### config.mk
export PLATFORM = sky130hd
export DESIGN_NAME = seq_alu
export DESIGN_NICKNAME = d
export VERILOG_FILES = /design/src/rtl/seq_alu.sv
export SDC_FILE = /design/constraint.sdc
export NUM_CORES = 1
export LEC_CHECK = 0
export CAP_MARGIN = 20
export CELL_PAD_IN_SITES_DETAIL_PLACEMENT = 2
export CELL_PAD_IN_SITES_GLOBAL_PLACEMENT = 2
export CORE_MARGIN = 10
export CORE_UTILIZATION = 25
export DETAILED_ROUTE_END_ITERATION = 6
export GPL_ROUTABILITY_DRIVEN = 0
export PLACE_DENSITY_LB_ADDON = 0.1
export SYNTH_ARGS = -nofsm -noshare
export SYNTH_HDL_FRONTEND = slang
export SYNTH_SLANG_ARGS = --single-unit
### constraint.sdc
create_clock -name Clock -period 4.5 [get_ports Clock]
set_input_delay 0.9 -clock Clock [delete_from_list [all_inputs] [get_ports Clock]]
set_output_delay 0.9 -clock Clock [all_outputs]
set_load 0.05 [all_outputs]
### src/rtl/seq_alu.sv
// Sequential ALU: single-cycle logic/arith ops, multi-cycle shifts and MUL.
// Shifts step one bit per cycle; MUL is an iterative shift-add.
module seq_alu #(
    parameter int WIDTH = 16
) (
    input  logic             Clock,
    input  logic             Reset,
    input  logic             Start,
    input  logic [4:0]       FunSel,
    input  logic [WIDTH-1:0] A,
    input  logic [WIDTH-1:0] B,
    input  logic             WF,
    output logic [WIDTH-1:0] ALUOut,
    output logic [3:0]       FlagsOut,
    output logic             Busy,
    output logic             Done
);

    localparam int H  = WIDTH / 2;
    localparam int CW = $clog2(WIDTH + 1);
    localparam int LW = $clog2(WIDTH);
    localparam int LH = $clog2(H);
    localparam logic [WIDTH-1:0] MASK_H = {{H{1'b0}}, {H{1'b1}}};
    localparam logic [WIDTH-1:0] TOP_F  = {1'b1, {(WIDTH-1){1'b0}}};
    localparam logic [WIDTH-1:0] TOP_H  = {{H{1'b0}}, 1'b1, {(H-1){1'b0}}};

    typedef enum logic {IDLE, RUN} state_t;

    state_t             state, state_next;
    logic [3:0]         op_q;
    logic               full_q, wf_q, carry_q;
    logic [WIDTH-1:0]   work, mplier;
    logic [2*WIDTH-1:0] mcand, acc;
    logic [CW-1:0]      cnt;

    logic [WIDTH-1:0]   mask_in, a_m, b_m, res1, diff;
    logic [WIDTH:0]     sum;
    logic               c1, o1, cin, multi;
    logic [CW-1:0]      n_in;
    logic [3:0]         flags1, flags2;

    logic [WIDTH-1:0]   mask_q, top_q, work_nx, res2;
    logic               wm, carry_nx, c2;

    function automatic logic msb(input logic [WIDTH-1:0] x, input logic f);
        return f ? x[WIDTH-1] : x[H-1];
    endfunction

    assign multi = (FunSel[3:0] >= 4'd11);
    assign cin   = (FunSel[3:0] == 4'd5) & FlagsOut[2];

    always_comb begin
        mask_in = FunSel[4] ? {WIDTH{1'b1}} : MASK_H;
        a_m     = A & mask_in;
        b_m     = B & mask_in;
        sum     = {1'b0, a_m} + {1'b0, b_m} + {{WIDTH{1'b0}}, cin};
        diff    = a_m - b_m;
        res1    = '0;
        c1      = FlagsOut[2];
        o1      = FlagsOut[0];
        case (FunSel[3:0])
            4'd0:  res1 = a_m;
            4'd1:  res1 = b_m;
            4'd2:  res1 = ~A & mask_in;
            4'd3:  res1 = ~B & mask_in;
            4'd4, 4'd5: begin
                res1 = sum[WIDTH-1:0] & mask_in;
                c1   = FunSel[4] ? sum[WIDTH] : sum[H];
                o1   = (msb(a_m, FunSel[4]) == msb(b_m, FunSel[4])) &&
                       (msb(res1, FunSel[4]) != msb(a_m, FunSel[4]));
            end
            4'd6: begin
                res1 = diff & mask_in;
                c1   = a_m < b_m;
                o1   = (msb(a_m, FunSel[4]) != msb(b_m, FunSel[4])) &&
                       (msb(res1, FunSel[4]) != msb(a_m, FunSel[4]));
            end
            4'd7:  res1 = a_m & b_m;
            4'd8:  res1 = a_m | b_m;
            4'd9:  res1 = a_m ^ b_m;
            4'd10: res1 = ~(a_m & b_m) & mask_in;
            default: res1 = '0;
        endcase
        flags1 = {res1 == '0, c1, msb(res1, FunSel[4]), o1};
        n_in   = FunSel[4] ? CW'(B[LW-1:0]) : CW'(B[LH-1:0]);
    end

    // One bit of shift/rotate per RUN step; result bits stay within op width.
    always_comb begin
        mask_q   = full_q ? {WIDTH{1'b1}} : MASK_H;
        top_q    = full_q ? TOP_F : TOP_H;
        wm       = msb(work, full_q);
        work_nx  = work;
        carry_nx = carry_q;
        unique case (1'b1)
            (op_q == 4'd11): begin
                work_nx  = (work << 1) & mask_q;
                carry_nx = wm;
            end
            (op_q == 4'd12): begin
                work_nx  = work >> 1;
                carry_nx = work[0];
            end
            (op_q == 4'd13): begin
                work_nx  = (work >> 1) | (wm ? top_q : '0);
                carry_nx = work[0];
            end
            (op_q == 4'd14): begin
                work_nx  = ((work << 1) | {{(WIDTH-1){1'b0}}, wm}) & mask_q;
                carry_nx = wm;
            end
            default: ;
        endcase
        if (op_q == 4'd15) begin
            res2 = acc[WIDTH-1:0] & mask_q;
            c2   = full_q ? |acc[2*WIDTH-1:WIDTH] : |acc[WIDTH-1:H];
        end else begin
            res2 = work;
            c2   = carry_q;
        end
        flags2 = {res2 == '0, c2, msb(res2, full_q), FlagsOut[0]};
    end

    always_ff @(posedge Clock) begin
        if (!Reset) state <= IDLE;
        else        state <= state_next;
    end

    always_comb begin
        state_next = state;
        Busy       = 1'b0;
        unique case (state)
            IDLE: if (Start && multi) state_next = RUN;
            RUN: begin
                Busy = 1'b1;
                if (cnt == '0) state_next = IDLE;
            end
        endcase
    end

    always_ff @(posedge Clock) begin
        if (!Reset) begin
            ALUOut   <= '0;
            FlagsOut <= '0;
            Done     <= 1'b0;
            cnt      <= '0;
            op_q     <= '0;
            full_q   <= 1'b0;
            wf_q     <= 1'b0;
            carry_q  <= 1'b0;
            work     <= '0;
            mplier   <= '0;
            mcand    <= '0;
            acc      <= '0;
        end else begin
            Done <= 1'b0;
            if (state == IDLE && Start) begin
                if (!multi) begin
                    ALUOut <= res1;
                    if (WF) FlagsOut <= flags1;
                    Done <= 1'b1;
                end else begin
                    op_q    <= FunSel[3:0];
                    full_q  <= FunSel[4];
                    wf_q    <= WF;
                    carry_q <= FlagsOut[2];
                    work    <= a_m;
                    mplier  <= b_m;
                    mcand   <= {{WIDTH{1'b0}}, a_m};
                    acc     <= '0;
                    if (FunSel[3:0] == 4'd15)
                        cnt <= FunSel[4] ? CW'(WIDTH) : CW'(H);
                    else
                        cnt <= n_in;
                end
            end else if (state == RUN) begin
                if (cnt != '0) begin
                    cnt     <= cnt - 1'b1;
                    work    <= work_nx;
                    carry_q <= carry_nx;
                    if (mplier[0]) acc <= acc + mcand;
                    mcand   <= mcand << 1;
                    mplier  <= mplier >> 1;
                end else begin
                    ALUOut <= res2;
                    if (wf_q) FlagsOut <= flags2;
                    Done <= 1'b1;
                end
            end
        end
    end

endmodule

==> flow_summary_export.csv <==
group,metric,value,unit
finish,antenna_cells,0,
run,maxCapViolCount,0,
worst_setup_path,cp_max_fo,3,
logic_synthesis,synth-async-reset-ratio,0,%
detailed_routing,vias_per_cell,5.446,
logic_synthesis,yosys_warnings,0,
finish,final_util,31.13,%
finish,drive_gt1_share,12.63,%
logic_synthesis,synth_flop_cell,"dfxtp_1",
cts,clk_pin_slew,0.06,ns
power,power_density,290.2,nW/um2
cts,clk_latency,0.45,ns
floorplanning,fp.dieW,230.3,um
floorplanning,num_rows,76,
worst_setup_path,critical_path_required,4.84,ns
detailed_routing,drt-pass1-iter-count,5,
grt,antenna_found_initial,0,
detailed_routing,dr.first_iter.drc_count,665,
worst_setup_path,crit_buf_inv,2,
floorplanning,pin_count,63,
finish,layout.nets,1689,
logic_synthesis,synth_nets,1607,
timing,worst_slack,0.2220,ns
logic_synthesis,ys_seq_elements,130,
power,pwr-share-clk,40.6,%
grt,grt_pass1_wl,81.21,mm
finish,fillerInstances,5048,
cts,numClockSinks,130,
logic_synthesis,synth_seq_area_share,23.54,%
power,power.internal,2578,uW
floorplanning,core_area,43360,um2
floorplanning,fp.dieH,230.3,um
detailed_routing,totalWireLength,53.09,mm
worst_setup_path,cp_slowest_cell,"clkdlybuf4s50_1",
timing,setup_viol,0,
grt,grt_pass1_vias,12470,
timing,fmax,0.2338,GHz
timing,worstMarginPinSlew,0.8306,ns
min_path,hp-class,"flop to flop",
grt,overflow,0,
power,switching_power,1340,uW
power,pwr-share-seq,32.1,%
logic_synthesis,synth_cells,1481,
cts,cts_tree,"built",
worst_setup_path,critPathKind,"input port to flop",
cts,numCtsBuffers,17,
worst_setup_path,cp-start-kind,"input port",
worst_setup_path,critical_path.top_delay_family,"compound AO/OA/AOI/OAI gates",
logic_synthesis,synth.avg_cell_area,7.466,um2
outcome,status,"finished clean",
detailed_routing,drc,0,
detailed_routing,final_antenna_net_count,0,
timing,fin_crit_sh,95.07,%
timing,maxSlewHeadroom,44.04,%
detailed_routing,vias,11770,
timing,final_max_slew_viol_count,0,
power,comb_power_share,27.3,%
grt,grt_usage,19.84,%
grt,grt_max_degree,52,
place,port_buffers,62,
cts,cts_htree_levels,4,
logic_synthesis,yosys.cell_types.count,98,
timing,fin_skew,0.009536,ns
cts,clockBufferDepth,2,
place,dp_slack,-0.3733,ns
power,peakVddDrop,0.1915,mV
cts,clock_tree.root_cell,"clkbuf_16",
worst_setup_path,path_common_cell,"fa_2",
detailed_routing,avgRoutedWirePerCell,24.57,um
power,swShare,34.20,%
worst_setup_path,worstPathCellList,"clkdlybuf4s50_1 -> inv_2 -> nor3_4 -> nand3_2 -> fa_2 -> fa_2 -> nand2b_4 -> a211o_4 -> a2111o_1 -> or3_4 -> a2bb2oi_2 -> o221ai_2 -> nand4_1 -> nor4_2 -> a41o_1",
floorplanning,die_area,53040,um2
floorplanning,initial_core_util,25.50,%
power,p_leak,0.005475,uW
logic_synthesis,synth-edff-count,0,
timing,hold_viol,0,
worst_setup_path,endpoint_kind,"flop",
timing,period_needed,4.278,ns
worst_setup_path,cp_slowest_stage_delay,0.50,ns
place,hpwl,41.78,mm
logic_synthesis,syn_area,11060,um2
worst_setup_path,arrival,4.62,ns
timing,rsz0062_at_grt,"false",
finish,synthToLayoutAreaGrowth,22.08,%
[power groups by stage]
stage	Sequential [uW]	Clock (uW)	Combinational, uW
floorplan	1300	0	589
global placement	1280	0	1040
detailed placement	1280	0	1050
CTS	1260	1630	1060
global route	1260	1670	1170
finish	1260	1590	1070
[cell usage in the layout, fill, tap and decap left out, types with 34 or more instances in the layout]
cell / n
buf_4: 107
nor3_1: 47
nand3_1: 34
a21oi_1: 103
clkdlybuf4s50_1: 61
nand2_1: 151
nor2_1: 176
ha_1: 81
inv_1: 53
a22oi_1: 43
dfxtp_1: 130
o21ai_0: 70
[layer usage]
metal / part of all wire [%] / global-route usage [%]
met5: 0 / 0
met4: 2.7 / 6.536
met3: 2.3 / 2.302
met2: 47 / 32.49
met1: 48 / 26.56
[worst min-delay path, cell delays in order (launching register included)]
cell and delay (ns):
dfxtp_1 0.31, nand2_1 0.05, a21oi_1 0.05
[kinds of logic (layout without fill, tap and decap cells)]
logic type / after synthesis / count (layout) / synth area share (%)
fa+ha+maj: 85 / 85 / 9.890
simple gates: 542 / 542 / 23.30
xor+xnor: 36 / 36 / 2.852
compound gates: 490 / 490 / 30.76
flops: 130 / 130 / 23.54
buf+inv: 163 / 258 / 6.258
mux: 35 / 35 / 3.406
[Yosys cell counts (7+ instances only)]
library cell    n  area (um2)
o22a_1          7       61.31
nand2b_1       17       106.4
a31oi_1        21       131.4
mux2i_1        32       320.3
and2_1         13       81.33
a211oi_1       25       187.7
o31ai_1         8       60.06
clkbuf_1       70       262.8
nand4_1        16       100.1
o22ai_1        17       106.4
nor2b_1        11       68.82
nand2_1       151       566.8
o21a_1         12       90.09
a221oi_1        8       70.07
ha_1           81        1013
nor3_1         48       240.2
xnor2_1        19       166.4
nand3_1        35       175.2
a311oi_1        8       70.07
o21ai_1        14       70.07
inv_1          53       198.9
or2_2           8       50.05
buf_1           7       26.28
nor2_1        178       668.1
xor2_1         17       148.9
o211ai_1       27       202.7
dfxtp_1       130        2603
o21bai_1        9       67.56
a22oi_1        43       322.8
o21ai_0        71       355.3
a21oi_1       104       520.5
and3_1         13       81.33
a21o_1         33       247.7
buf_2          19       95.09
or3_1           9       56.30
[cell type report]
cell class | instances | area (um2) | share of cell area [%]
clock buffer | 17 | 425.4 | 3.152
clock inverter | 15 | 229.0 | 1.696
inverter | 57 | 216.5 | 1.604
multi-input combinational | 1188 | 7874 | 58.33
sequential | 130 | 2603 | 19.28
tap | 585 | 732.0 | 5.423
timing repair buffer | 169 | 1419 | 10.51
[through the flow]
step / power (uW) / cell area (um2) / TNS [ns] / hold WS (ns) / instances
4_1_cts: 3942 / 13410 / 0 / 0.4695 / 2160
2_1_floorplan: 1892 / 11060 / 0 / 0.4327 / 1481
3_3_place_gp: 2316 / 12760 / -1.075 / 0.4468 / 2128
6_report: 3918 / 13500 / 0 / 0.4603 / 2161
5_1_grt: 4103 / 13500 / 0 / 0.4775 / 2161
3_5_place_dp: 2336 / 12760 / -1.744 / 0.4608 / 2128
[sequential cells by signal, indices dropped and copies added (netlist names), 4 cells and up]
name and cells:
acc 32, mcand 32, ALUOut 16, mplier 16
work 16, cnt 5, FlagsOut 4, op_q 4
[worst paths after layout]
kind / startpoint / cells past startpoint / endpoint / slack [ns]
setup / recovery: FunSel[2] / 15 / FlagsOut[3] / 0.22
hold / removal: ALUOut[11] / 2 / ALUOut[11] / 0.46
setup reg to reg: FlagsOut[2] / 12 / FlagsOut[3] / 0.75
hold reg to reg: ALUOut[11] / 2 / ALUOut[11] / 0.46
[repair_timing]
item,4_1_cts,5_1_grt
hold endpoints to repair,0,0
buffers inserted,0,1
hold buffers,0,0
gates resized for setup,0,13
endpoints found under the setup margin,0,6
Power figures use the tool's default switching activity.
==> edit 1 (same settings) <==
Register the inputs `Start`, `A`, `B` and `WF` before use, with the module's reset. The logic sees them one clock later. The other inputs are not delayed to match.
--- a/src/rtl/seq_alu.sv
+++ b/src/rtl/seq_alu.sv
@@ -28,2 +28,21 @@
 
+    logic Start_q;
+    logic [WIDTH-1:0] A_q;
+    logic [WIDTH-1:0] B_q;
+    logic WF_q;
+
+    always_ff @(posedge Clock) begin
+        if (!Reset) begin
+            Start_q <= '0;
+            A_q     <= '0;
+            B_q     <= '0;
+            WF_q    <= '0;
+        end else begin
+            Start_q <= Start;
+            A_q     <= A;
+            B_q     <= B;
+            WF_q    <= WF;
+        end
+    end
+
     state_t             state, state_next;
@@ -53,4 +72,4 @@
         mask_in = FunSel[4] ? {WIDTH{1'b1}} : MASK_H;
-        a_m     = A & mask_in;
-        b_m     = B & mask_in;
+        a_m     = A_q & mask_in;
+        b_m     = B_q & mask_in;
         sum     = {1'b0, a_m} + {1'b0, b_m} + {{WIDTH{1'b0}}, cin};
@@ -63,4 +82,4 @@
             4'd1:  res1 = b_m;
-            4'd2:  res1 = ~A & mask_in;
-            4'd3:  res1 = ~B & mask_in;
+            4'd2:  res1 = ~A_q & mask_in;
+            4'd3:  res1 = ~B_q & mask_in;
             4'd4, 4'd5: begin
@@ -84,3 +103,3 @@
         flags1 = {res1 == '0, c1, msb(res1, FunSel[4]), o1};
-        n_in   = FunSel[4] ? CW'(B[LW-1:0]) : CW'(B[LH-1:0]);
+        n_in   = FunSel[4] ? CW'(B_q[LW-1:0]) : CW'(B_q[LH-1:0]);
     end
@@ -132,3 +151,3 @@
         unique case (state)
-            IDLE: if (Start && multi) state_next = RUN;
+            IDLE: if (Start_q && multi) state_next = RUN;
             RUN: begin
@@ -156,6 +175,6 @@
             Done <= 1'b0;
-            if (state == IDLE && Start) begin
+            if (state == IDLE && Start_q) begin
                 if (!multi) begin
                     ALUOut <= res1;
-                    if (WF) FlagsOut <= flags1;
+                    if (WF_q) FlagsOut <= flags1;
                     Done <= 1'b1;
@@ -164,3 +183,3 @@
                     full_q  <= FunSel[4];
-                    wf_q    <= WF;
+                    wf_q    <= WF_q;
                     carry_q <= FlagsOut[2];
Check against the original RTL: not equivalent (Yosys sat finds a counterexample within 4 cycles, from zero or initial values and one cycle with Reset low).
==> edit 1 against the unedited design <==
- area after synthesis increased by 10%
- sequential power is 27% higher
- fmax is 1.4% higher
- first-iteration DRC count is 7.2% higher
- setup slack better by 0.058 ns
- total power rose by 5.1%
- cell count rose by 2.2%
- routed wire length increased by 2.2%
- global-route usage down 0.82 points
- sequential cell count rose by 34
- final area is 5.9% higher
- sequential share of layout area rose by 3.7 points
==> edit 1: results (changes against the unedited design) <==
| Metric | Value |
|---|---|
| R2R depth | `13 (+1)` |
| Final clock-cell share | `4.04% (-0.80 points)` |
| Synth warnings | `0 (unchanged)` |
| Comb power | `981 µW (-8%)` |
| Post-Syn Instances | `1527 (+3.1%)` |
| Starting DRT DRC Count | `713 (+7.2%)` |
| Rel. slew slack | `40.2% (-3.9 points)` |
| Via density | `5.44 (about the same)` |
| Clk_skew | `0.00841 ns (-0.00112 ns)` |
| Flip-flop and latch area | `3280 µm² (+26%)` |
| Fill cells | `5520 (+9.4%)` |
| Post-DP Area | `13700 µm² (+7.5%)` |
| Register bit count reported by yosys | `164 (+26%)` |
| Count of non-CTS buffers in the layout | `143 (-15%)` |
| Period minus WS final | `4.22 ns (-0.0581 ns)` |
| Multi-input gate share of total cell area | `57.1% (-1.2 points)` |
| Worst-path fanout max | `3 (unchanged)` |
| Leak | `5.97 nW (+9.0%)` |
| Synth top area cells | `dfxtp_1 27%, ha_1 8.3%, nand2_1 4.8%` |
| Largest net degree at the start of global routing | `63 (+21%)` |
| Post-synth cell types | `93 (-5.1%)` |
| Diodes inserted | `0 (unchanged)` |
| Hold Crit Start | `ALUOut[10]` |
| Synth top cells by count | `164 x dfxtp_1, 157 x nand2_1, 81 x a21oi_1, 81 x ha_1, 80 x nor2_1` |
| Post-synthesis sequential area ratio | `27.0% (+3.4 points)` |
| Worst hold endpoint | `ALUOut[10]` |
| Setup bufs post-CTS | `0 (unchanged)` |
| Worst hold slack | `0.464 ns (+0.00358 ns)` |
| Final net count | `1707 (+1.1%)` |
| Placed cells | `2177 (+2.3%)` |
| Initial antenna violation count | `1 (+1)` |
| Share of post-route cells with drive strength above 1 | `10.1% (-2.5 points)` |
| Post-Route WL | `54.3 mm (+2.2%)` |
| Drt first pass iters | `6 (+1)` |
| Flop2flop setup slack | `0.55 ns (-0.20 ns)` |
| Outcome | `finished clean` |
| Clk Latency, worst-skew pair | `0.50 ns (+0.05 ns)` |
| Worst slack, placed | `-0.209 ns (+0.164 ns)` |
| Psw | `1.40 mW (+4.7%)` |
| Layout Utilization | `29.8% (-1.3 points)` |
| # clk buffers | `20 (+3)` |
| Inverters | `67 (+18%)` |
| Vias in the first global route | `12500 (+0.21%)` |
| Non-clock buffer share of cell area | `8.72% (-1.8 points)` |
| Clk power | `1.54 mW (-3%)` |
| Power Density | `288 nW/µm² (-0.76%)` |
| Input/output buffers | `62 (unchanged)` |
| DR WL/cell | `24.6 µm (about the same)` |
| Hpwl dp | `41.4 mm (-0.81%)` |
| Worst vdd ir | `259 µV (+35%)` |
| Global-route wire length before repair | `82.8 mm (+1.9%)` |
[edit 1: cells by family (layout without fill, tap and decap cells)]
group	Yosys count	in the layout	synth area share, %
xor gates and xnor gates	34	34	2.44
AOI/OAI and AO/OA	481	481	28.4
muxes	42	42	3.72
DFF	164	164	27.0
buffers and inverters	175	242	6.22
adders and majority gates	85	85	8.98
and+or+nand+nor	546	546	23.3
[edit 1: worst max-delay path, cell delays in order]
cell,delay (ns)
clkdlybuf4s50_1,0.47
nor2b_1,0.18
nand4b_1,0.20
fa_1,0.47
fa_1,0.40
nor2b_1,0.16
o2111ai_1,0.17
nand3_1,0.18
a31oi_1,0.12
xnor2_1,0.24
o21ai_0,0.12
a211oi_1,0.37
buf_4,0.19
nand4_1,0.11
o41ai_2,0.33
[edit 1: per-layer routing]
metal,GRT usage (%),vias to the layer above,routed length (µm)
li1,-,5715,-
met1,27.7,6093,28200
met2,28.5,183,23500
met3,2.99,32,1940
met4,4.84,2,627
met5,0,-,1
==> edit 2 (same flow settings) <==
Without the edit above. Set the parameter `WIDTH` to 32 (it was 16).
--- a/src/rtl/seq_alu.sv
+++ b/src/rtl/seq_alu.sv
@@ -3,3 +3,3 @@
 module seq_alu #(
-    parameter int WIDTH = 16
+    parameter int WIDTH = 32
 ) (
Ports: changed (resized A, ALUOut and B); port bits go from 63 to 111. No check against the original RTL was run, so the function may have changed too.
==> edit 2 against the unedited design <==
- sequential cell count increased by 113
- sequential power increased by 87%
- setup slack worse by 0.14 ns
- count of clock-buffer cells in the layout rose by 34
- routed wire length rose by 130%
- final area grew 110%
- combinational power grew 140%
- total power up 110%
- area after synthesis up 94%
- largest cell class unchanged
- highest routed layer is now met5
==> edit 2: results (changes against the unedited design) <==
| Metric | Value |
|---|---|
| DR WL/cell | `25.9 µm (+5.4%)` |
| Outcome | `finished clean` |
| Fill cells | `9981 (+98%)` |
| XOR/XNOR Fraction of Synth Area | `2.85% (about the same)` |
| H-tree depth | `2 (-2)` |
| Total number of vias | `25600 (+120%)` |
| Layout Utilization | `33.9% (+2.8 points)` |
| Gr usage total | `23.5% (+3.6 points)` |
| Critical path origin | `A[9]` |
| Topmost layer with routed signal wires | `met5` |
| Largest net degree at the start of global routing | `168 (+220%)` |
| Synth Area in Adders | `9.74% (-0.15 points)` |
| Post-DP Area | `27200 µm² (+110%)` |
| Leak | `12.4 nW (+130%)` |
| CP max stage cell | `or4b_4` |
| Final net count | `3692 (+120%)` |
| Bufs on Longest Clock Path | `3 (+1)` |
| Rel. slew slack | `28.4% (-16 points)` |
| Mux contribution to synthesized area | `1.56% (-1.8 points)` |
| Worst slack, placed | `-0.797 ns (-0.424 ns)` |
| Hpwl dp | `94.0 mm (+120%)` |
| Synth top cells by count | `407 x nand2_1, 261 x nor2_1, 244 x a21oi_1, 243 x dfxtp_1, 189 x o21ai_0` |
| Top Registers | `acc: 64 flops, mcand: 64 flops` |
| GR Layer Usage met2 | `39.1% (+6.6 points)` |
| Met3 Wirelength | `4.77 mm (+290%)` |
| CTS buffer count | `39 (+22)` |
| Worst vdd ir | `237 µV (+24%)` |
| Initial antenna violation count | `5 (+5)` |
| Crit path DAT | `4.93 ns (+0.31 ns)` |
| Reg2reg end | `acc[48]` |
| FF-to-FF Start | `mcand[0]` |
| Share of post-route cells with drive strength above 1 | `20.3% (+7.7 points)` |
| Period utilization | `98.1% (+3.0 points)` |
| Vias in the first global route | `27800 (+120%)` |
| Core box area | `85300 µm² (+97%)` |
| Fin cells | `4623 (+110%)` |
| Synth Net Count | `3244 (+100%)` |
| Clk_skew | `0.0320 ns (+0.0225 ns)` |
| Met1 Use GR | `30.7% (+4.1 points)` |
-- edit 2: cell count changes after synthesis, sizes merged, moves of 25 or more --
cell	delta
nor2	+81
o211ai	+78
dfxtp	+113
nand3	+75
nand2	+258
a21boi	+57
o211a	+25
xnor2	+29
clkbuf	+117
o21ai	+110
a21oi	+141
ha	+80
inv	+73
-- edit 2: tightest hold or removal path, stage by stage, from the launching register on --
cell and delay, ns:
dfxtp_1 0.31, nand2_1 0.06, a21oi_1 0.05
-- edit 2: what timing repair did --
action,in CTS,in global routing
pin swaps,16,31
resized for setup,15,64
hold buffers,0,0
endpoints found under the setup margin,1,10
buffers inserted,6,10
-- edit 2: cell type report --
type                       count  area share [%]
antenna                        1         0.00865
clock buffer                  51            3.70
clock inverter                14           0.740
inverter                     132            1.73
multi-input combinational   2403            54.1
sequential                   243            16.8
tap                         1144            4.95
timing repair buffer         635            17.9
-- edit 2: power by group through the flow --
stage | logic, mW | registers, mW | clock network [mW]
after detailed placement | 2.41 | 2.41 | 0
after CTS | 2.45 | 2.36 | 3.31
after global placement | 2.35 | 2.40 | 0
after floorplan | 1.13 | 2.45 | 0
final | 2.52 | 2.36 | 3.22
after global routing | 2.70 | 2.37 | 3.40
-- edit 2: worst min path at each step --
| stage | endpoint | start | depth (start not counted) | slack, ns |
|---|---|---|---|---|
| floorplan | mplier[31] | mplier[31] | 2 | 0.43 |
| global placement | mplier[31] | mplier[31] | 2 | 0.45 |
| detailed placement | mplier[31] | mplier[31] | 2 | 0.45 |
| CTS | mplier[31] | mplier[31] | 2 | 0.46 |
| global route | mplier[31] | mplier[31] | 2 | 0.50 |
| finish | mplier[31] | mplier[31] | 2 | 0.47 |
